==> src/rtl/uart_rx_os_pkg.sv <==
// uart_rx_os_pkg: shared definitions for the oversampling UART receiver.
//   - rx_state_e : receiver FSM state encodings (ST_PARITY exists only
//                  when UART_RX_PARITY_EN is defined)
//   - DATA_W     : serial data width (8)
//   - OSR_DEF    : default oversampling ratio
//   - calc_div() : clocks per oversampling tick, CLK_HZ/(BAUD*OSR) truncated
package uart_rx_os_pkg;

  localparam int DATA_W  = 8;
  localparam int OSR_DEF = 16;

  typedef enum logic [2:0] {
    ST_IDLE   = 3'd0,
    ST_START  = 3'd1,
    ST_DATA   = 3'd2,
`ifdef UART_RX_PARITY_EN
    ST_PARITY = 3'd3,
`endif
    ST_STOP   = 3'd4
  } rx_state_e;

  // Never returns less than 1 so a tiny CLK_HZ still yields a working divider.
  function automatic int calc_div(input int clk_hz, input int baud, input int osr);
    int div;
    div = clk_hz / (baud * osr);
    if (div < 1) div = 1;
    return div;
  endfunction

endpackage

==> src/rtl/uart_rx_os_if.sv <==
// uart_rx_os_if: serial line plus parallel result bundle of the receiver.
//   rs232_rx   : serial line, idle high (line side -> receiver)
//   rx_data    : last received byte
//   rx_int     : high while a frame is being received
//   rx_done    : one-cycle pulse when a frame completes
//   frame_err  : one-cycle pulse with rx_done when the stop bit is low
//   parity_err : one-cycle pulse with rx_done on parity mismatch
//   dbg_state  : current receiver FSM state, for observation only
// Handshake: there is no back-pressure. rx_done is a single-cycle valid
// strobe; rx_data is valid from that cycle until the next rx_done, and the
// error pulses are only meaningful in the cycle rx_done is high.
// modport master: drives the line, observes results (bench / line model).
// modport slave : the receiver itself.
interface uart_rx_os_if;
  import uart_rx_os_pkg::*;

  logic              rs232_rx;
  logic [DATA_W-1:0] rx_data;
  logic              rx_int;
  logic              rx_done;
  logic              frame_err;
  logic              parity_err;
  rx_state_e         dbg_state;

  modport master (
    output rs232_rx,
    input  rx_data, rx_int, rx_done, frame_err, parity_err, dbg_state
  );

  modport slave (
    input  rs232_rx,
    output rx_data, rx_int, rx_done, frame_err, parity_err, dbg_state
  );
endinterface

==> src/rtl/uart_rx_os_baud_tick.sv <==
// uart_baud_tick: free-running clock divider producing a one-cycle tick
// every DIV clocks. A synchronous clear restarts the count so the first
// tick after clear arrives DIV clocks later.
//   clk, rst_n : clock, asynchronous active-low reset
//   clr        : synchronous restart of the divider
//   tick       : one-cycle pulse every DIV clocks
module uart_baud_tick #(
  parameter int DIV = 325
) (
  input  logic clk,
  input  logic rst_n,
  input  logic clr,
  output logic tick
);
  localparam int CW = (DIV > 1) ? $clog2(DIV) : 1;

  logic [CW-1:0] cnt_q, cnt_d;

  always_comb begin
    cnt_d = cnt_q;
    tick  = 1'b0;
    if (clr) begin
      cnt_d = '0;
    end else if (cnt_q == CW'(DIV - 1)) begin
      tick  = 1'b1;
      cnt_d = '0;
    end else begin
      cnt_d = cnt_q + 1'b1;
    end
  end

  always_ff @(posedge clk or negedge rst_n) begin
    if (!rst_n) cnt_q <= '0;
    else        cnt_q <= cnt_d;
  end
endmodule

==> src/rtl/uart_rx_os.sv <==
// uart_rx_os: oversampling UART receiver, 8N1 by default, 8E1 when the
// UART_RX_PARITY_EN macro is defined. Each bit is decided by a majority
// vote of three samples around mid-bit; the vote is taken on the third
// sample tick ("midpoint").
//   clk, rst_n : clock, asynchronous active-low reset
//   rx_if      : uart_rx_os_if.slave (line in, byte/flags/debug state out)
// Parameters: CLK_HZ, BAUD, OSR (even, >= 8).
module uart_rx_os
  import uart_rx_os_pkg::*;
#(
  parameter int CLK_HZ = 50_000_000,
  parameter int BAUD   = 9600,
  parameter int OSR    = OSR_DEF
) (
  input  logic         clk,
  input  logic         rst_n,
  uart_rx_os_if.slave  rx_if
);
  localparam int DIV = calc_div(CLK_HZ, BAUD, OSR);
  localparam int OW  = $clog2(OSR);

  logic              sync1_q, sync2_q, sync3_q;
  rx_state_e         state_q, state_d;
  logic [OW-1:0]     os_cnt_q, os_cnt_d;
  logic [2:0]        bit_cnt_q, bit_cnt_d;
  logic [DATA_W-1:0] shift_q, shift_d;
  logic              s0_q, s0_d, s1_q, s1_d;
  logic [DATA_W-1:0] rx_data_q, rx_data_d;
  logic              rx_int_q, rx_int_d;
  logic              rx_done_q, rx_done_d;
  logic              frame_err_q, frame_err_d;
`ifdef UART_RX_PARITY_EN
  logic              par_bad_q, par_bad_d;
  logic              parity_err_q, parity_err_d;
`endif

  logic tick, fall, clr, vote, midpoint;

  // sync3 lags sync2 by one clock, so this is a synchronized 1->0 edge.
  assign fall     = sync3_q & ~sync2_q;
  assign clr      = (state_q == ST_IDLE) && fall;
  // Third sample is the live synchronized line on the midpoint tick.
  assign vote     = (s0_q & s1_q) | (s0_q & sync2_q) | (s1_q & sync2_q);
  assign midpoint = tick && (os_cnt_q == OW'(OSR/2 + 1));

  uart_baud_tick #(.DIV(DIV)) u_tick (
    .clk   (clk),
    .rst_n (rst_n),
    .clr   (clr),
    .tick  (tick)
  );

  always_comb begin
    state_d     = state_q;
    os_cnt_d    = os_cnt_q;
    bit_cnt_d   = bit_cnt_q;
    shift_d     = shift_q;
    s0_d        = s0_q;
    s1_d        = s1_q;
    rx_data_d   = rx_data_q;
    rx_int_d    = rx_int_q;
    rx_done_d   = 1'b0;
    frame_err_d = 1'b0;
`ifdef UART_RX_PARITY_EN
    par_bad_d    = par_bad_q;
    parity_err_d = 1'b0;
`endif

    if (clr) begin
      os_cnt_d = '0;
    end else if (tick) begin
      os_cnt_d = (os_cnt_q == OW'(OSR - 1)) ? '0 : os_cnt_q + 1'b1;
      if (os_cnt_q == OW'(OSR/2 - 1)) s0_d = sync2_q;
      if (os_cnt_q == OW'(OSR/2))     s1_d = sync2_q;
    end

    case (state_q)
      ST_IDLE: begin
        if (fall) begin
          state_d   = ST_START;
          bit_cnt_d = '0;
`ifdef UART_RX_PARITY_EN
          par_bad_d = 1'b0;
`endif
        end
      end
      ST_START: begin
        if (midpoint) begin
          if (vote) begin
            state_d = ST_IDLE;          // false start: glitch, no output
          end else begin
            state_d   = ST_DATA;
            rx_int_d  = 1'b1;
            bit_cnt_d = '0;
          end
        end
      end
      ST_DATA: begin
        if (midpoint) begin
          shift_d   = {vote, shift_q[DATA_W-1:1]};   // LSB first
          bit_cnt_d = bit_cnt_q + 1'b1;
          if (bit_cnt_q == 3'd7) begin
`ifdef UART_RX_PARITY_EN
            state_d = ST_PARITY;
`else
            state_d = ST_STOP;
`endif
          end
        end
      end
`ifdef UART_RX_PARITY_EN
      ST_PARITY: begin
        if (midpoint) begin
          // Even parity: the parity bit must equal the XOR of the data bits.
          par_bad_d = vote ^ (^shift_q);
          state_d   = ST_STOP;
        end
      end
`endif
      ST_STOP: begin
        if (midpoint) begin
          // Leave at stop midpoint so a zero-gap next start edge is seen.
          rx_data_d   = shift_q;
          rx_int_d    = 1'b0;
          rx_done_d   = 1'b1;
          frame_err_d = ~vote;
`ifdef UART_RX_PARITY_EN
          parity_err_d = par_bad_q;
`endif
          state_d     = ST_IDLE;
        end
      end
      default: state_d = ST_IDLE;
    endcase
  end

  always_ff @(posedge clk or negedge rst_n) begin
    if (!rst_n) begin
      sync1_q     <= 1'b1;
      sync2_q     <= 1'b1;
      sync3_q     <= 1'b1;
      state_q     <= ST_IDLE;
      os_cnt_q    <= '0;
      bit_cnt_q   <= '0;
      shift_q     <= '0;
      s0_q        <= 1'b1;
      s1_q        <= 1'b1;
      rx_data_q   <= '0;
      rx_int_q    <= 1'b0;
      rx_done_q   <= 1'b0;
      frame_err_q <= 1'b0;
`ifdef UART_RX_PARITY_EN
      par_bad_q    <= 1'b0;
      parity_err_q <= 1'b0;
`endif
    end else begin
      sync1_q     <= rx_if.rs232_rx;
      sync2_q     <= sync1_q;
      sync3_q     <= sync2_q;
      state_q     <= state_d;
      os_cnt_q    <= os_cnt_d;
      bit_cnt_q   <= bit_cnt_d;
      shift_q     <= shift_d;
      s0_q        <= s0_d;
      s1_q        <= s1_d;
      rx_data_q   <= rx_data_d;
      rx_int_q    <= rx_int_d;
      rx_done_q   <= rx_done_d;
      frame_err_q <= frame_err_d;
`ifdef UART_RX_PARITY_EN
      par_bad_q    <= par_bad_d;
      parity_err_q <= parity_err_d;
`endif
    end
  end

  assign rx_if.rx_data   = rx_data_q;
  assign rx_if.rx_int    = rx_int_q;
  assign rx_if.rx_done   = rx_done_q;
  assign rx_if.frame_err = frame_err_q;
  assign rx_if.dbg_state = state_q;
`ifdef UART_RX_PARITY_EN
  assign rx_if.parity_err = parity_err_q;
`else
  assign rx_if.parity_err = 1'b0;
`endif
endmodule
==> src/flat_wrapper.sv <==
// flat-port wrapper written by rule: the top's interface ports become plain ports
module uart_rx_os_flat import uart_rx_os_pkg::*;
#(
  parameter int CLK_HZ = 50_000_000,
  parameter int BAUD   = 9600,
  parameter int OSR    = OSR_DEF
)
  (clk, rst_n, rx_if_rs232_rx, rx_if_rx_data, rx_if_rx_int, rx_if_rx_done, rx_if_frame_err, rx_if_parity_err, rx_if_dbg_state);
  uart_rx_os_if rx_if_i ();
  input  logic clk;
  input  logic rst_n;
  input wire logic [$bits(rx_if_i.rs232_rx)-1:0] rx_if_rs232_rx;
  output wire logic [$bits(rx_if_i.rx_data)-1:0] rx_if_rx_data;
  output wire logic [$bits(rx_if_i.rx_int)-1:0] rx_if_rx_int;
  output wire logic [$bits(rx_if_i.rx_done)-1:0] rx_if_rx_done;
  output wire logic [$bits(rx_if_i.frame_err)-1:0] rx_if_frame_err;
  output wire logic [$bits(rx_if_i.parity_err)-1:0] rx_if_parity_err;
  output wire logic [$bits(rx_if_i.dbg_state)-1:0] rx_if_dbg_state;
  assign rx_if_i.rs232_rx = rx_if_rs232_rx;
  assign rx_if_rx_data = rx_if_i.rx_data;
  assign rx_if_rx_int = rx_if_i.rx_int;
  assign rx_if_rx_done = rx_if_i.rx_done;
  assign rx_if_frame_err = rx_if_i.frame_err;
  assign rx_if_parity_err = rx_if_i.parity_err;
  assign rx_if_dbg_state = rx_if_i.dbg_state;
  uart_rx_os #(.CLK_HZ(CLK_HZ), .BAUD(BAUD), .OSR(OSR)) u_core (.clk(clk), .rst_n(rst_n), .rx_if(rx_if_i));
endmodule
==> config.mk <==
export PLATFORM = sky130hd
export DESIGN_NAME = uart_rx_os_flat
export DESIGN_NICKNAME = d
export VERILOG_FILES = /design/src/rtl/uart_rx_os_pkg.sv /design/src/rtl/uart_rx_os_if.sv /design/src/rtl/uart_rx_os_baud_tick.sv /design/src/rtl/uart_rx_os.sv /design/src/flat_wrapper.sv
export SDC_FILE = /design/constraint.sdc
export NUM_CORES = 1
export LEC_CHECK = 0
export BUFFER_PORTS_ARGS = -buffer_cell sky130_fd_sc_hd__buf_2
export CAP_MARGIN = 40
export CORE_ASPECT_RATIO = 0.5
export CORE_MARGIN = 5
export CORE_UTILIZATION = 52
export DETAILED_ROUTE_END_ITERATION = 16
export PLACE_DENSITY = 0.74
export SYNTH_ARGS = -nofsm -noshare
export SYNTH_HDL_FRONTEND = slang
export SYNTH_SLANG_ARGS = --single-unit
==> constraint.sdc <==
create_clock -name clk -period 2 [get_ports clk]
set_input_delay 0.2 -clock clk [delete_from_list [all_inputs] [get_ports clk]]
set_output_delay 0.2 -clock clk [all_outputs]
set_load 0.03 [all_outputs]
==> results of run 1 <==
-- cell usage in the layout, fill, tap and decap left out, types with 2 or more instances in the layout --
cell,synthesis,final
sky130_fd_sc_hd__a211oi_1,2,2
sky130_fd_sc_hd__a21oi_1,5,5
sky130_fd_sc_hd__and2_1,2,2
sky130_fd_sc_hd__buf_2,2,16
sky130_fd_sc_hd__buf_4,1,8
sky130_fd_sc_hd__clkbuf_8,0,5
sky130_fd_sc_hd__clkinvlp_4,0,2
sky130_fd_sc_hd__dfrtp_1,38,38
sky130_fd_sc_hd__dfstp_2,5,5
sky130_fd_sc_hd__dlygate4sd3_1,0,2
sky130_fd_sc_hd__ha_1,7,7
sky130_fd_sc_hd__inv_1,11,11
sky130_fd_sc_hd__mux2_2,18,18
sky130_fd_sc_hd__mux2i_1,2,2
sky130_fd_sc_hd__nand2_1,7,7
sky130_fd_sc_hd__nand3_1,7,7
sky130_fd_sc_hd__nand3b_1,2,2
sky130_fd_sc_hd__nand4bb_4,2,2
sky130_fd_sc_hd__nor2_1,20,20
sky130_fd_sc_hd__nor3_1,6,6
sky130_fd_sc_hd__nor3b_1,3,3
sky130_fd_sc_hd__o211ai_1,2,2
sky130_fd_sc_hd__o32ai_1,2,2
sky130_fd_sc_hd__xnor2_1,5,5
sky130_fd_sc_hd__xor2_1,3,3
-- what timing repair did --
| item | CTS | global route |
|---|---|---|
| hold buffers | 2 | 0 |
| buffers inserted | 0 | 2 |
| setup endpoints to repair | 0 | 30 |
| resized for setup | 0 | 4 |
| hold endpoints to repair | 39 | 0 |
-- final cells by class --
class	instances	area [um^2]	area share
repair buffers	26	160	0.0683
clock buffers	5	68.8	0.0293
inverters	11	41.3	0.0176
well taps	54	67.6	0.0288
multi-input cells	114	906	0.386
clock inverters	3	20.0	0.00853
flip-flops and latches	43	1080	0.461
-- per-layer routing --
metal,GRT usage,vias up
li1,-,654
met1,0.191,647
met2,0.236,17
met3,0.0382,2
met4,0.0408,0
met5,0,-
-- cells in the mapped netlist --
cell and number:
sky130_fd_sc_hd__xnor2_1 5, sky130_fd_sc_hd__dfstp_2 5, sky130_fd_sc_hd__nor2b_1 1, sky130_fd_sc_hd__xor2_1 3, sky130_fd_sc_hd__o2bb2ai_1 1, sky130_fd_sc_hd__nand4_1 1, sky130_fd_sc_hd__a21oi_1 5, sky130_fd_sc_hd__clkbuf_1 3
sky130_fd_sc_hd__inv_1 11, sky130_fd_sc_hd__conb_1 1, sky130_fd_sc_hd__nand4bb_4 2, sky130_fd_sc_hd__nor3_1 6, sky130_fd_sc_hd__or2b_1 1, sky130_fd_sc_hd__and2_1 2, sky130_fd_sc_hd__dfrtp_1 38, sky130_fd_sc_hd__nand2_1 7
sky130_fd_sc_hd__nand3_1 7, sky130_fd_sc_hd__buf_2 2, sky130_fd_sc_hd__mux2_2 18, sky130_fd_sc_hd__a311o_2 1, sky130_fd_sc_hd__nand2_2 1, sky130_fd_sc_hd__o211ai_1 2, sky130_fd_sc_hd__a211oi_1 2, sky130_fd_sc_hd__clkbuf_2 1
sky130_fd_sc_hd__nand3b_1 2, sky130_fd_sc_hd__and2b_1 1, sky130_fd_sc_hd__or2_2 1, sky130_fd_sc_hd__buf_4 1, sky130_fd_sc_hd__nor3b_1 3, sky130_fd_sc_hd__or3_1 1, sky130_fd_sc_hd__nor4_4 1, sky130_fd_sc_hd__ha_1 7
sky130_fd_sc_hd__and4_1 1, sky130_fd_sc_hd__o21a_1 1, sky130_fd_sc_hd__o32ai_1 2, sky130_fd_sc_hd__nand3_4 1, sky130_fd_sc_hd__or4_2 1, sky130_fd_sc_hd__o22ai_1 1, sky130_fd_sc_hd__mux2i_1 2, sky130_fd_sc_hd__nor2_1 20
sky130_fd_sc_hd__nor4_1 1, sky130_fd_sc_hd__maj3_1 1
-- critical path, stage by stage (launching register included) --
cell                        delay, ns
sky130_fd_sc_hd__dfrtp_1         0.43
sky130_fd_sc_hd__inv_1           0.07
sky130_fd_sc_hd__ha_1            0.19
sky130_fd_sc_hd__nand4bb_4       0.17
sky130_fd_sc_hd__or2_4           0.31
sky130_fd_sc_hd__buf_4           0.15
sky130_fd_sc_hd__a311o_2         0.34
sky130_fd_sc_hd__a21oi_1         0.12
-- stage by stage --
stage	cell area (um^2)	util	power (mW)	std cells	setup WS, ns
global route	2350	0.610	2.14	256	0.0398
detailed placement	2200	0.572	1.46	243	0.0673
global placement	2200	0.572	1.45	243	0.0952
CTS	2310	0.600	2.01	253	0.0584
finish	2350	0.610	2.02	256	0.149
floorplan	2040	-	1.37	174	0.0843
-- cells by family after synthesis --
family | count (synthesis) | share of synthesized area
xor+xnor | 8 | 0.0344
fa+ha+maj | 8 | 0.0479
compound gates | 15 | 0.0522
simple gates | 61 | 0.187
buf+inv | 18 | 0.0368
other cells | 1 | 0.00184
mux | 20 | 0.109
flops | 43 | 0.531
-- power groups by stage --
| stage | sequential (mW) | clock [mW] | combinational, mW |
|---|---|---|---|
| floorplan | 1.07 | 0 | 0.299 |
| global placement | 1.08 | 0 | 0.374 |
| detailed placement | 1.08 | 0 | 0.379 |
| CTS | 1.07 | 0.558 | 0.383 |
| global route | 1.09 | 0.602 | 0.449 |
| finish | 1.07 | 0.546 | 0.403 |
-- flip-flops by register name, indices dropped and copies added (netlist names) --
| register | cells |
|---|---|
| u_core.u_tick.cnt_q | 9 |
| u_core.rx_if.rx_data | 8 |
| u_core.shift_q | 8 |
| u_core.os_cnt_q | 4 |
| u_core.bit_cnt_q | 3 |
| u_core.rx_if.dbg_state | 3 |
| u_core.rx_if.frame_err | 1 |
| u_core.rx_if.rx_done | 1 |
| u_core.rx_if.rx_int | 1 |
| u_core.s0_q | 1 |
| u_core.s1_q | 1 |
| u_core.sync1_q | 1 |
| u_core.sync2_q | 1 |
| u_core.sync3_q | 1 |
-- worst min-delay path by stage --
stage	from	endpoint	slack, ns	depth (start not counted)
global route	u_core.sync1_q	u_core.sync2_q	0.37	0
global placement	rst_n	u_core.u_tick.cnt_q[7]	0.30	2
finish	u_core.sync1_q	u_core.sync2_q	0.36	0
CTS	u_core.sync1_q	u_core.sync2_q	0.36	0
detailed placement	rst_n	u_core.u_tick.cnt_q[7]	0.30	2
floorplan	rst_n	u_core.bit_cnt_q[0]	-0.1	0
==> flow_summary.html, run 1 <==
<table>
<tr><th>Metric</th><th>Value</th></tr>
<tr><th colspan="2">Critical path</th></tr>
<tr><td>Required time at the worst-slack endpoint</td><td>2.22 ns</td></tr>
<tr><td>Crit. Startpoint</td><td>u_core.u_tick.cnt_q[0]</td></tr>
<tr><td>Critical Setup Path Class</td><td>reg2reg</td></tr>
<tr><td>Worst setup endpoint</td><td>u_core.os_cnt_q[0]</td></tr>
<tr><td>Critical path startpoint category</td><td>flip-flop</td></tr>
<tr><td>Crit. End Element</td><td>flip-flop</td></tr>
<tr><td>Worst flop-to-flop path endpoint</td><td>u_core.os_cnt_q[0]</td></tr>
<tr><td>Critical R2R Launch</td><td>u_core.u_tick.cnt_q[0]</td></tr>
<tr><td>Arrival time reported for the critical path endpoint</td><td>2.07 ns</td></tr>
<tr><td>Slack of the worst reg-to-reg path</td><td>0.15 ns</td></tr>
<tr><td>Maximum net fanout on the critical path</td><td>6</td></tr>
<tr><td>Reg2Reg Depth</td><td>7</td></tr>
<tr><th colspan="2">Pwr</th></tr>
<tr><td>Part of the total power dissipated in the clock network</td><td>0.271</td></tr>
<tr><td>Peak supply drop</td><td>0.381 mV</td></tr>
<tr><td>Power density over the cells</td><td>860 nW/um^2</td></tr>
<tr><td>Internal power summed over all cells</td><td>1.37 mW</td></tr>
<tr><td>Fraction of power consumed by combinational cells</td><td>0.200</td></tr>
<tr><td>Switching Fraction</td><td>0.323</td></tr>
<tr><td>Portion of total power attributed to sequential cells</td><td>0.529</td></tr>
<tr><td>Net switching power</td><td>0.652 mW</td></tr>
<tr><td>Total leakage power</td><td>1.09 nW</td></tr>
<tr><th colspan="2">Floorplanning</th></tr>
<tr><td>Floorplan Core Area</td><td>3840 um^2</td></tr>
<tr><td>Total die area</td><td>5350 um^2</td></tr>
<tr><td>Num ports</td><td>18</td></tr>
<tr><td>Initial core utilization</td><td>0.530</td></tr>
<tr><td>Row cnt</td><td>16</td></tr>
<tr><td>Die height</td><td>54.3 um</td></tr>
<tr><td>Width of the die</td><td>98.5 um</td></tr>
<tr><th colspan="2">Route</th></tr>
<tr><td>Number of DRC markers after the initial detailed-route iteration</td><td>28</td></tr>
<tr><td>Routed wirelength normalized by instance count</td><td>13.8 um</td></tr>
<tr><td>Number of nets still failing antenna checks after routing</td><td>0</td></tr>
<tr><td>M1 wire length</td><td>1810 um</td></tr>
<tr><td>Met2 WL post-DR</td><td>1560 um</td></tr>
<tr><td>Count of TritonRoute iterations in the first routing pass</td><td>4</td></tr>
<tr><td>Mean number of vias per cell</td><td>5.16</td></tr>
<tr><td>Highest routing layer actually used</td><td>met4</td></tr>
<tr><td>DRC</td><td>0</td></tr>
<tr><td>Aggregate routed wire length</td><td>3530 um</td></tr>
<tr><td>Met3 wire length</td><td>129 um</td></tr>
<tr><td>Number of vias in the routed layout</td><td>1,320</td></tr>
<tr><th colspan="2">Worst hold path</th></tr>
<tr><td>Type of the most critical hold path</td><td>reg2reg</td></tr>
<tr><th colspan="2">Clock network</th></tr>
<tr><td>Sinks on the clock net</td><td>43</td></tr>
<tr><td>Cell at the root of the clock tree</td><td>sky130_fd_sc_hd__clkbuf_8</td></tr>
<tr><td>Maximum count of clock buffers along a single path</td><td>2</td></tr>
<tr><td>Inserted Clock Buffers</td><td>5</td></tr>
<tr><td>Clock slew at reported path FFs</td><td>0.08 ns</td></tr>
<tr><td>Number of levels in the clock H-tree</td><td>2</td></tr>
<tr><td>TritonCTS clock tree</td><td>built</td></tr>
<tr><td>Clk_lat worst skew</td><td>0.29 ns</td></tr>
<tr><th colspan="2">Timing</th></tr>
<tr><td>Final Max Slew Viols</td><td>0</td></tr>
<tr><td>Final worst hold slack</td><td>0.363 ns</td></tr>
<tr><td>Least-Margin Pin Slew</td><td>0.532 ns</td></tr>
<tr><td>RSZ-0062 raised after global routing</td><td>false</td></tr>
<tr><td>Fin. Hold Viols</td><td>0</td></tr>
<tr><td>Worst setup skew after layout</td><td>0.00376 ns</td></tr>
<tr><td>Slew margin rel.</td><td>0.646</td></tr>
<tr><td>Setup TNS Final</td><td>0 ns</td></tr>
<tr><td>Final setup viols</td><td>0</td></tr>
<tr><td>Max Clk Rate</td><td>540 MHz</td></tr>
<tr><td>Final Cycle Share</td><td>0.925</td></tr>
<tr><td>Final period demand of the worst path</td><td>1.85 ns</td></tr>
<tr><th colspan="2">Global route</th></tr>
<tr><td>Antenna violations before repair</td><td>0</td></tr>
<tr><td>Number of global-route vias before repair</td><td>1,278</td></tr>
<tr><td>Combined global-route utilization of all metal layers</td><td>0.143</td></tr>
<tr><td>Largest net degree at the start of global routing</td><td>44</td></tr>
<tr><td>Wire length of the first global-routing pass</td><td>5910 um</td></tr>
<tr><td>Total congestion overflow after global routing</td><td>0</td></tr>
<tr><th colspan="2">Cells and area</th></tr>
<tr><td>Area grow syn2layout</td><td>15.1%</td></tr>
<tr><td>Proportion of layout cells with a drive suffix above 1</td><td>0.327</td></tr>
<tr><td>Filler instances</td><td>321</td></tr>
<tr><td>Diodes inserted</td><td>0</td></tr>
<tr><td>Number of nets in the layout</td><td>211</td></tr>
<tr><th colspan="2">Synthesis</th></tr>
<tr><td>Number of distinct library cells after synthesis</td><td>42</td></tr>
<tr><td>Yosys Warn Count</td><td>0</td></tr>
<tr><td>Post-synthesis average cell area</td><td>11.7 um^2</td></tr>
<tr><td>Gate count after technology mapping</td><td>174</td></tr>
<tr><td>Flip-flop and latch count after synthesis</td><td>43</td></tr>
<tr><td>Mapped Nets</td><td>184</td></tr>
<tr><td>Synth top area share</td><td>0.467</td></tr>
<tr><td>Biggest area contributors in the synthesized netlist</td><td>sky130_fd_sc_hd__dfrtp_1 (47%), sky130_fd_sc_hd__mux2_2 (9.9%), sky130_fd_sc_hd__dfstp_2 (6.4%)</td></tr>
<tr><td>Fraction of the yosys area taken by sequential cells</td><td>0.531</td></tr>
<tr><td>Post-synthesis instance area</td><td>2040 um^2</td></tr>
<tr><td>Area leader, netlist</td><td>sky130_fd_sc_hd__dfrtp_1</td></tr>
<tr><th colspan="2">Place</th></tr>
<tr><td>IO buf count</td><td>16</td></tr>
<tr><td>RePlAce Congestion</td><td>0.824</td></tr>
<tr><td>Half-perimeter wire length after detailed placement</td><td>2450 um</td></tr>
<tr><th colspan="2">Run status</th></tr>
<tr><td>Result of the run</td><td>finished, final reports clean</td></tr>
<tr><th colspan="2">Run</th></tr>
<tr><td>MaxCap Viol Count</td><td>0</td></tr>
</table>
(Power assumes the default switching activity.)
==> inputs of run 2 (changes only) <==
--- a/config.mk
+++ b/config.mk
@@ -7,11 +7,14 @@
 export LEC_CHECK = 0
 export BUFFER_PORTS_ARGS = -buffer_cell sky130_fd_sc_hd__buf_2
 export CAP_MARGIN = 40
+export CELL_PAD_IN_SITES_DETAIL_PLACEMENT = 2
+export CELL_PAD_IN_SITES_GLOBAL_PLACEMENT = 2
 export CORE_ASPECT_RATIO = 0.5
 export CORE_MARGIN = 5
-export CORE_UTILIZATION = 52
+export CORE_UTILIZATION = 36
 export DETAILED_ROUTE_END_ITERATION = 16
-export PLACE_DENSITY = 0.74
+export MAX_ROUTING_LAYER = met4
+export PLACE_DENSITY_LB_ADDON = 0.1
 export SYNTH_ARGS = -nofsm -noshare
 export SYNTH_HDL_FRONTEND = slang
 export SYNTH_SLANG_ARGS = --single-unit
==> flow_summary.html, run 2 (synthesis results as in run 1) <==
<table>
<tr><th>Metric</th><th>Value</th></tr>
<tr><th colspan="2">Cells and area</th></tr>
<tr><td>Post-layout instance area</td><td>2460 um^2 (was 2350 um^2)</td></tr>
<tr><td>Number of nets in the layout</td><td>214 (was 211)</td></tr>
<tr><td>Most frequent cells in the layout</td><td>sky130_fd_sc_hd__dfrtp_1 (38), sky130_fd_sc_hd__nor2_1 (20), sky130_fd_sc_hd__mux2_2 (18) (unchanged)</td></tr>
<tr><td>Area grow syn2layout</td><td>20.6% (was 15.1%)</td></tr>
<tr><td>Proportion of layout cells with a drive suffix above 1</td><td>0.337 (was 0.327)</td></tr>
<tr><td>Max FFs per register</td><td>9 (unchanged)</td></tr>
<tr><td>Register with the highest flop count</td><td>u_core.u_tick.cnt_q (unchanged)</td></tr>
<tr><td>Filler instances</td><td>582 (was 321)</td></tr>
<tr><td>Post-layout instance count excluding filler cells</td><td>278 (was 256)</td></tr>
<tr><td>Multi-input logic area</td><td>900 um^2 (was 906 um^2)</td></tr>
<tr><td>Diodes inserted</td><td>0 (unchanged)</td></tr>
<tr><td>Combined flip-flop and latch cell area</td><td>1080 um^2 (unchanged)</td></tr>
<tr><td>Most common cell after layout, fill and taps aside</td><td>sky130_fd_sc_hd__dfrtp_1 (unchanged)</td></tr>
<tr><th colspan="2">Global route</th></tr>
<tr><td>Combined global-route utilization of all metal layers</td><td>0.138 (was 0.143)</td></tr>
<tr><td>Total congestion overflow after global routing</td><td>0 (unchanged)</td></tr>
<tr><td>Wire length of the first global-routing pass</td><td>7710 um (was 5910 um)</td></tr>
<tr><td>Number of global-route vias before repair</td><td>1,549 (was 1,278)</td></tr>
<tr><td>Antenna violations before repair</td><td>0 (unchanged)</td></tr>
<tr><td>Largest net degree at the start of global routing</td><td>26 (was 44)</td></tr>
<tr><th colspan="2">Critical path</th></tr>
<tr><td>Arrival time reported for the critical path endpoint</td><td>2.07 ns (about the same)</td></tr>
<tr><td>Maximum net fanout on the critical path</td><td>6 (unchanged)</td></tr>
<tr><td>Critical Setup Path Class</td><td>reg2reg (unchanged)</td></tr>
<tr><td>Worst flop-to-flop path endpoint</td><td>u_core.bit_cnt_q[2] (was u_core.os_cnt_q[0])</td></tr>
<tr><td>Reg2Reg Depth</td><td>6 (was 7)</td></tr>
<tr><td>Critical path startpoint category</td><td>flip-flop (unchanged)</td></tr>
<tr><td>Slack of the worst reg-to-reg path</td><td>0.1 ns (was 0.15 ns)</td></tr>
<tr><td>Crit. Startpoint</td><td>u_core.u_tick.cnt_q[1] (was u_core.u_tick.cnt_q[0])</td></tr>
<tr><td>Crit. End Element</td><td>flip-flop (unchanged)</td></tr>
<tr><td>Required time at the worst-slack endpoint</td><td>2.16 ns (was 2.22 ns)</td></tr>
<tr><td>Critical R2R Launch</td><td>u_core.u_tick.cnt_q[1] (was u_core.u_tick.cnt_q[0])</td></tr>
<tr><td>Worst setup endpoint</td><td>u_core.bit_cnt_q[2] (was u_core.os_cnt_q[0])</td></tr>
<tr><th colspan="2">Run</th></tr>
<tr><td>MaxCap Viol Count</td><td>0 (unchanged)</td></tr>
<tr><th colspan="2">Timing</th></tr>
<tr><td>Worst setup skew after layout</td><td>0.00536 ns (was 0.00376 ns)</td></tr>
<tr><td>Final period demand of the worst path</td><td>1.90 ns (was 1.85 ns)</td></tr>
<tr><td>RSZ-0062 raised after global routing</td><td>false (unchanged)</td></tr>
<tr><td>Fin. Hold Viols</td><td>0 (unchanged)</td></tr>
<tr><td>Final Max Slew Viols</td><td>0 (unchanged)</td></tr>
<tr><td>Max Clk Rate</td><td>525 MHz (was 540 MHz)</td></tr>
<tr><td>Setup TNS Final</td><td>0 ns (unchanged)</td></tr>
<tr><td>Final setup viols</td><td>0 (unchanged)</td></tr>
<tr><td>Final Cycle Share</td><td>0.952 (was 0.925)</td></tr>
<tr><th colspan="2">Floorplanning</th></tr>
<tr><td>Num ports</td><td>18 (unchanged)</td></tr>
<tr><td>Initial core utilization</td><td>0.371 (was 0.530)</td></tr>
<tr><td>Row cnt</td><td>19 (was 16)</td></tr>
<tr><td>Width of the die</td><td>116 um (was 98.5 um)</td></tr>
<tr><td>Total die area</td><td>7360 um^2 (was 5350 um^2)</td></tr>
<tr><td>Floorplan Core Area</td><td>5490 um^2 (was 3840 um^2)</td></tr>
<tr><td>Die height</td><td>63.2 um (was 54.3 um)</td></tr>
<tr><th colspan="2">Route</th></tr>
<tr><td>Mean number of vias per cell</td><td>5.02 (was 5.16)</td></tr>
<tr><td>Count of TritonRoute iterations in the first routing pass</td><td>3 (was 4)</td></tr>
<tr><td>Number of nets still failing antenna checks after routing</td><td>0 (unchanged)</td></tr>
<tr><td>Routed wirelength normalized by instance count</td><td>16.2 um (was 13.8 um)</td></tr>
<tr><td>Number of vias in the routed layout</td><td>1,395 (was 1,320)</td></tr>
<tr><td>Aggregate routed wire length</td><td>4490 um (was 3530 um)</td></tr>
<tr><td>DRC</td><td>0 (unchanged)</td></tr>
<tr><td>Number of DRC markers after the initial detailed-route iteration</td><td>38 (was 28)</td></tr>
<tr><th colspan="2">Clock network</th></tr>
<tr><td>Cell at the root of the clock tree</td><td>sky130_fd_sc_hd__clkbuf_16 (was sky130_fd_sc_hd__clkbuf_8)</td></tr>
<tr><td>Number of levels in the clock H-tree</td><td>2 (unchanged)</td></tr>
<tr><td>TritonCTS clock tree</td><td>built (unchanged)</td></tr>
<tr><td>Sinks on the clock net</td><td>43 (unchanged)</td></tr>
<tr><td>Inserted Clock Buffers</td><td>5 (unchanged)</td></tr>
<tr><td>Maximum count of clock buffers along a single path</td><td>2 (unchanged)</td></tr>
<tr><td>Clk_lat worst skew</td><td>0.29 ns (about the same)</td></tr>
<tr><td>Clock slew at reported path FFs</td><td>0.07 ns (was 0.08 ns)</td></tr>
<tr><th colspan="2">Place</th></tr>
<tr><td>IO buf count</td><td>16 (unchanged)</td></tr>
<tr><td>Placed instance area</td><td>2260 um^2 (was 2200 um^2)</td></tr>
<tr><td>RePlAce Congestion</td><td>0.788 (was 0.824)</td></tr>
<tr><td>Total placed cells including tap cells</td><td>266 (was 243)</td></tr>
<tr><td>Half-perimeter wire length after detailed placement</td><td>3250 um (was 2450 um)</td></tr>
<tr><th colspan="2">Pwr</th></tr>
<tr><td>Power density over the cells</td><td>958 nW/um^2 (was 860 nW/um^2)</td></tr>
<tr><td>Peak supply drop</td><td>0.355 mV (was 0.381 mV)</td></tr>
<tr><td>Total leakage power</td><td>1.14 nW (was 1.09 nW)</td></tr>
<tr><th colspan="2">Worst hold path</th></tr>
<tr><td>Hold Path Cell Cnt</td><td>1 (was 0)</td></tr>
<tr><td>Type of the most critical hold path</td><td>in2reg (was reg2reg)</td></tr>
<tr><th colspan="2">Run status</th></tr>
<tr><td>Result of the run</td><td>finished, final reports clean (unchanged)</td></tr>
</table>
[run 2: layout make-up]
class                      instances  area share
clock buffer                       5      0.0509
clock inverter                     3      0.0102
inverter                          11      0.0168
multi-input combinational        114       0.366
sequential                        43       0.440
tap                               73      0.0372
timing repair buffer              29      0.0784
[run 2: timing repair]
item | 4_1_cts | 5_1_grt
hold buffers | 1 | 0
hold endpoints to repair | 18 | 0
setup buffers | 0 | 2
resized for setup | 0 | 2
endpoints found under the setup margin | 0 | 17
[run 2: power by group]
part           total (mW)  internal [mW]  switching, mW  leakage (nW)
Clock               0.825          0.467          0.358        0.0700
Combinational       0.485          0.204          0.281         0.502
Sequential           1.04          0.945         0.0985         0.573
[run 2: worst max-delay path, cell delays in order, from the launching register on]
cell	delay, ns
sky130_fd_sc_hd__dfrtp_1	0.40
sky130_fd_sc_hd__inv_1	0.07
sky130_fd_sc_hd__ha_1	0.18
sky130_fd_sc_hd__nand4bb_4	0.18
sky130_fd_sc_hd__or4_2	0.73
sky130_fd_sc_hd__nand3_1	0.12
sky130_fd_sc_hd__o211ai_1	0.10
[run 2: per-stage QoR]
stage	power [mW]	util	hold WS [ns]	setup slack, ns
after global placement	1.52	0.412	0.184	0.0966
after CTS	2.39	0.441	0.00882	0.0338
after detailed placement	1.54	0.412	0.188	0.0598
after floorplan	1.37	-	-0.0956	0.0843
after global routing	2.50	0.447	0.00365	0.0227
final	2.35	0.447	0.0145	0.0965
[run 2: worst min-delay path by stage]
stage                              start                    to
final                     rx_if_rs232_rx        u_core.sync1_q
after global routing      rx_if_rs232_rx        u_core.sync1_q
after CTS                 rx_if_rs232_rx        u_core.sync1_q
after detailed placement           rst_n  u_core.rx_if.rx_done
after global placement             rst_n  u_core.rx_if.rx_done
after floorplan                    rst_n   u_core.bit_cnt_q[0]
[run 2: routing by layer]
metal	share of wire	GRT usage	vias up
met2	0.48	0.220	14
met4	0.012	0.0434	0
met3	0.033	0.0373	6
met5	0	-	-
met1	0.47	0.170	717
li1	-	-	658
==> inputs of run 3 (changes only) <==
--- a/config.mk
+++ b/config.mk
@@ -15,6 +15,7 @@
 export DETAILED_ROUTE_END_ITERATION = 16
 export MAX_ROUTING_LAYER = met4
 export PLACE_DENSITY_LB_ADDON = 0.1
+export REMOVE_ABC_BUFFERS = 1
 export SYNTH_ARGS = -nofsm -noshare
 export SYNTH_HDL_FRONTEND = slang
 export SYNTH_SLANG_ARGS = --single-unit
==> flow_summary.html, run 3 (synthesis results as in run 1) <==
<table>
<tr><th>Metric</th><th>Value</th></tr>
<tr><th colspan="2">Critical path</th></tr>
<tr><td>Arrival time reported for the critical path endpoint</td><td>2.13 ns (was 2.07 ns)</td></tr>
<tr><td>Worst flop-to-flop path endpoint</td><td>u_core.s0_q (was u_core.bit_cnt_q[2])</td></tr>
<tr><td>Critical path startpoint category</td><td>flip-flop (unchanged)</td></tr>
<tr><td>Critical R2R Launch</td><td>u_core.u_tick.cnt_q[1] (unchanged)</td></tr>
<tr><td>Maximum net fanout on the critical path</td><td>7 (was 6)</td></tr>
<tr><td>Reg2Reg Depth</td><td>6 (unchanged)</td></tr>
<tr><td>Required time at the worst-slack endpoint</td><td>2.21 ns (was 2.16 ns)</td></tr>
<tr><td>Crit. End Element</td><td>flip-flop (unchanged)</td></tr>
<tr><td>Critical Setup Path Class</td><td>reg2reg (unchanged)</td></tr>
<tr><td>Slack of the worst reg-to-reg path</td><td>0.08 ns (was 0.1 ns)</td></tr>
<tr><th colspan="2">Cells and area</th></tr>
<tr><td>Final standard cell utilization of the core</td><td>0.441 (was 0.447)</td></tr>
<tr><td>Most frequent cells in the layout</td><td>sky130_fd_sc_hd__dfrtp_1 (38), sky130_fd_sc_hd__nor2_1 (20), sky130_fd_sc_hd__mux2_2 (18) (unchanged)</td></tr>
<tr><td>Diodes inserted</td><td>0 (unchanged)</td></tr>
<tr><td>Max FFs per register</td><td>9 (unchanged)</td></tr>
<tr><td>Proportion of layout cells with a drive suffix above 1</td><td>0.332 (was 0.337)</td></tr>
<tr><td>Number of nets in the layout</td><td>211 (was 214)</td></tr>
<tr><td>Most common cell after layout, fill and taps aside</td><td>sky130_fd_sc_hd__dfrtp_1 (unchanged)</td></tr>
<tr><td>Area grow syn2layout</td><td>18.8% (was 20.6%)</td></tr>
<tr><td>Register with the highest flop count</td><td>u_core.u_tick.cnt_q (unchanged)</td></tr>
<tr><th colspan="2">Floorplanning</th></tr>
<tr><td>Floorplan Core Area</td><td>5490 um^2 (unchanged)</td></tr>
<tr><td>Row cnt</td><td>19 (unchanged)</td></tr>
<tr><td>Die height</td><td>63.2 um (unchanged)</td></tr>
<tr><td>Num ports</td><td>18 (unchanged)</td></tr>
<tr><td>Total die area</td><td>7360 um^2 (unchanged)</td></tr>
<tr><td>Initial core utilization</td><td>0.371 (unchanged)</td></tr>
<tr><td>Width of the die</td><td>116 um (unchanged)</td></tr>
<tr><th colspan="2">Route</th></tr>
<tr><td>Aggregate routed wire length</td><td>4580 um (was 4490 um)</td></tr>
<tr><td>Count of TritonRoute iterations in the first routing pass</td><td>3 (unchanged)</td></tr>
<tr><td>Number of vias in the routed layout</td><td>1,362 (was 1,395)</td></tr>
<tr><td>Mean number of vias per cell</td><td>4.95 (was 5.02)</td></tr>
<tr><td>Number of DRC markers after the initial detailed-route iteration</td><td>51 (was 38)</td></tr>
<tr><td>DRC</td><td>0 (unchanged)</td></tr>
<tr><td>Routed wirelength normalized by instance count</td><td>16.7 um (was 16.2 um)</td></tr>
<tr><td>Number of nets still failing antenna checks after routing</td><td>0 (unchanged)</td></tr>
<tr><th colspan="2">Pwr</th></tr>
<tr><td>Peak supply drop</td><td>0.498 mV (was 0.355 mV)</td></tr>
<tr><td>Total leakage power</td><td>1.13 nW (was 1.14 nW)</td></tr>
<tr><td>Power density over the cells</td><td>968 nW/um^2 (was 958 nW/um^2)</td></tr>
<tr><th colspan="2">Worst hold path</th></tr>
<tr><td>Startpoint of the tightest hold check path</td><td>rx_if_rs232_rx (unchanged)</td></tr>
<tr><td>Hold Crit Endpoint</td><td>u_core.sync1_q (unchanged)</td></tr>
<tr><td>Hold Path Cell Cnt</td><td>1 (unchanged)</td></tr>
<tr><td>Type of the most critical hold path</td><td>in2reg (unchanged)</td></tr>
<tr><th colspan="2">Place</th></tr>
<tr><td>IO buf count</td><td>16 (unchanged)</td></tr>
<tr><td>RePlAce Congestion</td><td>0.735 (was 0.788)</td></tr>
<tr><td>Half-perimeter wire length after detailed placement</td><td>3370 um (was 3250 um)</td></tr>
<tr><th colspan="2">Timing</th></tr>
<tr><td>Max Clk Rate</td><td>521 MHz (was 525 MHz)</td></tr>
<tr><td>Final setup viols</td><td>0 (unchanged)</td></tr>
<tr><td>Least-Margin Pin Slew</td><td>0.575 ns</td></tr>
<tr><td>Final Cycle Share</td><td>0.960 (was 0.952)</td></tr>
<tr><td>Worst setup skew after layout</td><td>0.00852 ns (was 0.00536 ns)</td></tr>
<tr><td>Final Max Slew Viols</td><td>0 (unchanged)</td></tr>
<tr><td>Fin. Hold Viols</td><td>0 (unchanged)</td></tr>
<tr><td>Final period demand of the worst path</td><td>1.92 ns (was 1.90 ns)</td></tr>
<tr><td>Slew margin rel.</td><td>0.616</td></tr>
<tr><td>Setup TNS Final</td><td>0 ns (unchanged)</td></tr>
<tr><th colspan="2">Clock network</th></tr>
<tr><td>TritonCTS clock tree</td><td>built (unchanged)</td></tr>
<tr><td>Number of levels in the clock H-tree</td><td>2 (unchanged)</td></tr>
<tr><td>Cell at the root of the clock tree</td><td>sky130_fd_sc_hd__clkbuf_16 (unchanged)</td></tr>
<tr><td>Post-CTS setup-driven buffer insertion count</td><td>0 (unchanged)</td></tr>
<tr><td>Maximum count of clock buffers along a single path</td><td>2 (unchanged)</td></tr>
<tr><td>Clk_lat worst skew</td><td>0.29 ns (about the same)</td></tr>
<tr><td>Inserted Clock Buffers</td><td>5 (unchanged)</td></tr>
<tr><td>Clock slew at reported path FFs</td><td>0.06 ns (was 0.07 ns)</td></tr>
<tr><td>Sinks on the clock net</td><td>43 (unchanged)</td></tr>
<tr><th colspan="2">Run status</th></tr>
<tr><td>Result of the run</td><td>finished, final reports clean (unchanged)</td></tr>
<tr><th colspan="2">Global route</th></tr>
<tr><td>Total congestion overflow after global routing</td><td>0 (unchanged)</td></tr>
<tr><td>Wire length of the first global-routing pass</td><td>7860 um (was 7710 um)</td></tr>
<tr><td>Largest net degree at the start of global routing</td><td>25 (was 26)</td></tr>
<tr><td>Combined global-route utilization of all metal layers</td><td>0.143 (was 0.138)</td></tr>
<tr><td>Number of global-route vias before repair</td><td>1,485 (was 1,549)</td></tr>
<tr><td>Antenna violations before repair</td><td>0 (unchanged)</td></tr>
<tr><th colspan="2">Run</th></tr>
<tr><td>MaxCap Viol Count</td><td>0 (unchanged)</td></tr>
</table>
## run 3: cell count changes in the layout (fill, tap and decap cells not counted), sizes merged
cell	change
buf	-2
nand3	-1
## run 3: routing by layer
metal / routed length, um / share of wire / global-route usage
met1: 2170 / 0.47 / 0.180
met3: 188 / 0.041 / 0.0488
met2: 2190 / 0.48 / 0.226
met4: 26 / 0.0057 / 0.0260
met5: 0 / 0 / -
## run 3: worst max path at each step
stage	endpoint	cells past startpoint	from
after floorplan	u_core.shift_q[0]	6	u_core.u_tick.cnt_q[0]
after global placement	u_core.s0_q	6	u_core.u_tick.cnt_q[1]
after detailed placement	u_core.s0_q	6	u_core.u_tick.cnt_q[1]
final	u_core.s0_q	6	u_core.u_tick.cnt_q[1]
after global routing	u_core.s0_q	6	u_core.u_tick.cnt_q[1]
after CTS	u_core.s0_q	6	u_core.u_tick.cnt_q[1]
## run 3: metrics by stage
step	setup slack [ns]	total power, mW	cells	area (um^2)	hold WS (ns)
after floorplan	0.158	1.35	167	2000	-0.0956
after global placement	0.0905	1.51	266	2250	0.228
after detailed placement	0.0521	1.54	266	2250	0.230
after CTS	0.0449	2.37	275	2410	0.0109
after global routing	-0.00460	2.48	275	2420	0.00330
final	0.0801	2.34	275	2420	0.0182
## run 3: worst max-delay path, stage by stage, from the launching register on
cell                        delay, ns
sky130_fd_sc_hd__dfrtp_1         0.41
sky130_fd_sc_hd__inv_1           0.07
sky130_fd_sc_hd__ha_1            0.18
sky130_fd_sc_hd__nand4bb_4       0.17
sky130_fd_sc_hd__or2_2           0.42
sky130_fd_sc_hd__nor4_2          0.25
sky130_fd_sc_hd__mux2_2          0.36
## run 3: final cells by class
cell class	count	area, um^2
multi-input combinational	113	892
timing repair buffer	27	165
tap	73	91.3
inverter	11	41.3
sequential	43	1080
clock buffer	5	125
clock inverter	3	25.0
fill	567	3070
## run 3: power by group
part | internal (mW) | switching (mW) | leakage [nW]
Combinational | 0.202 | 0.264 | 0.488
Clock | 0.467 | 0.361 | 0.0700
Sequential | 0.944 | 0.106 | 0.573
## run 3: repair_timing
action | in CTS | in global routing
resized for setup | 0 | 2
setup endpoints to repair | 0 | 18
hold endpoints to repair | 22 | 0
hold buffers | 1 | 0
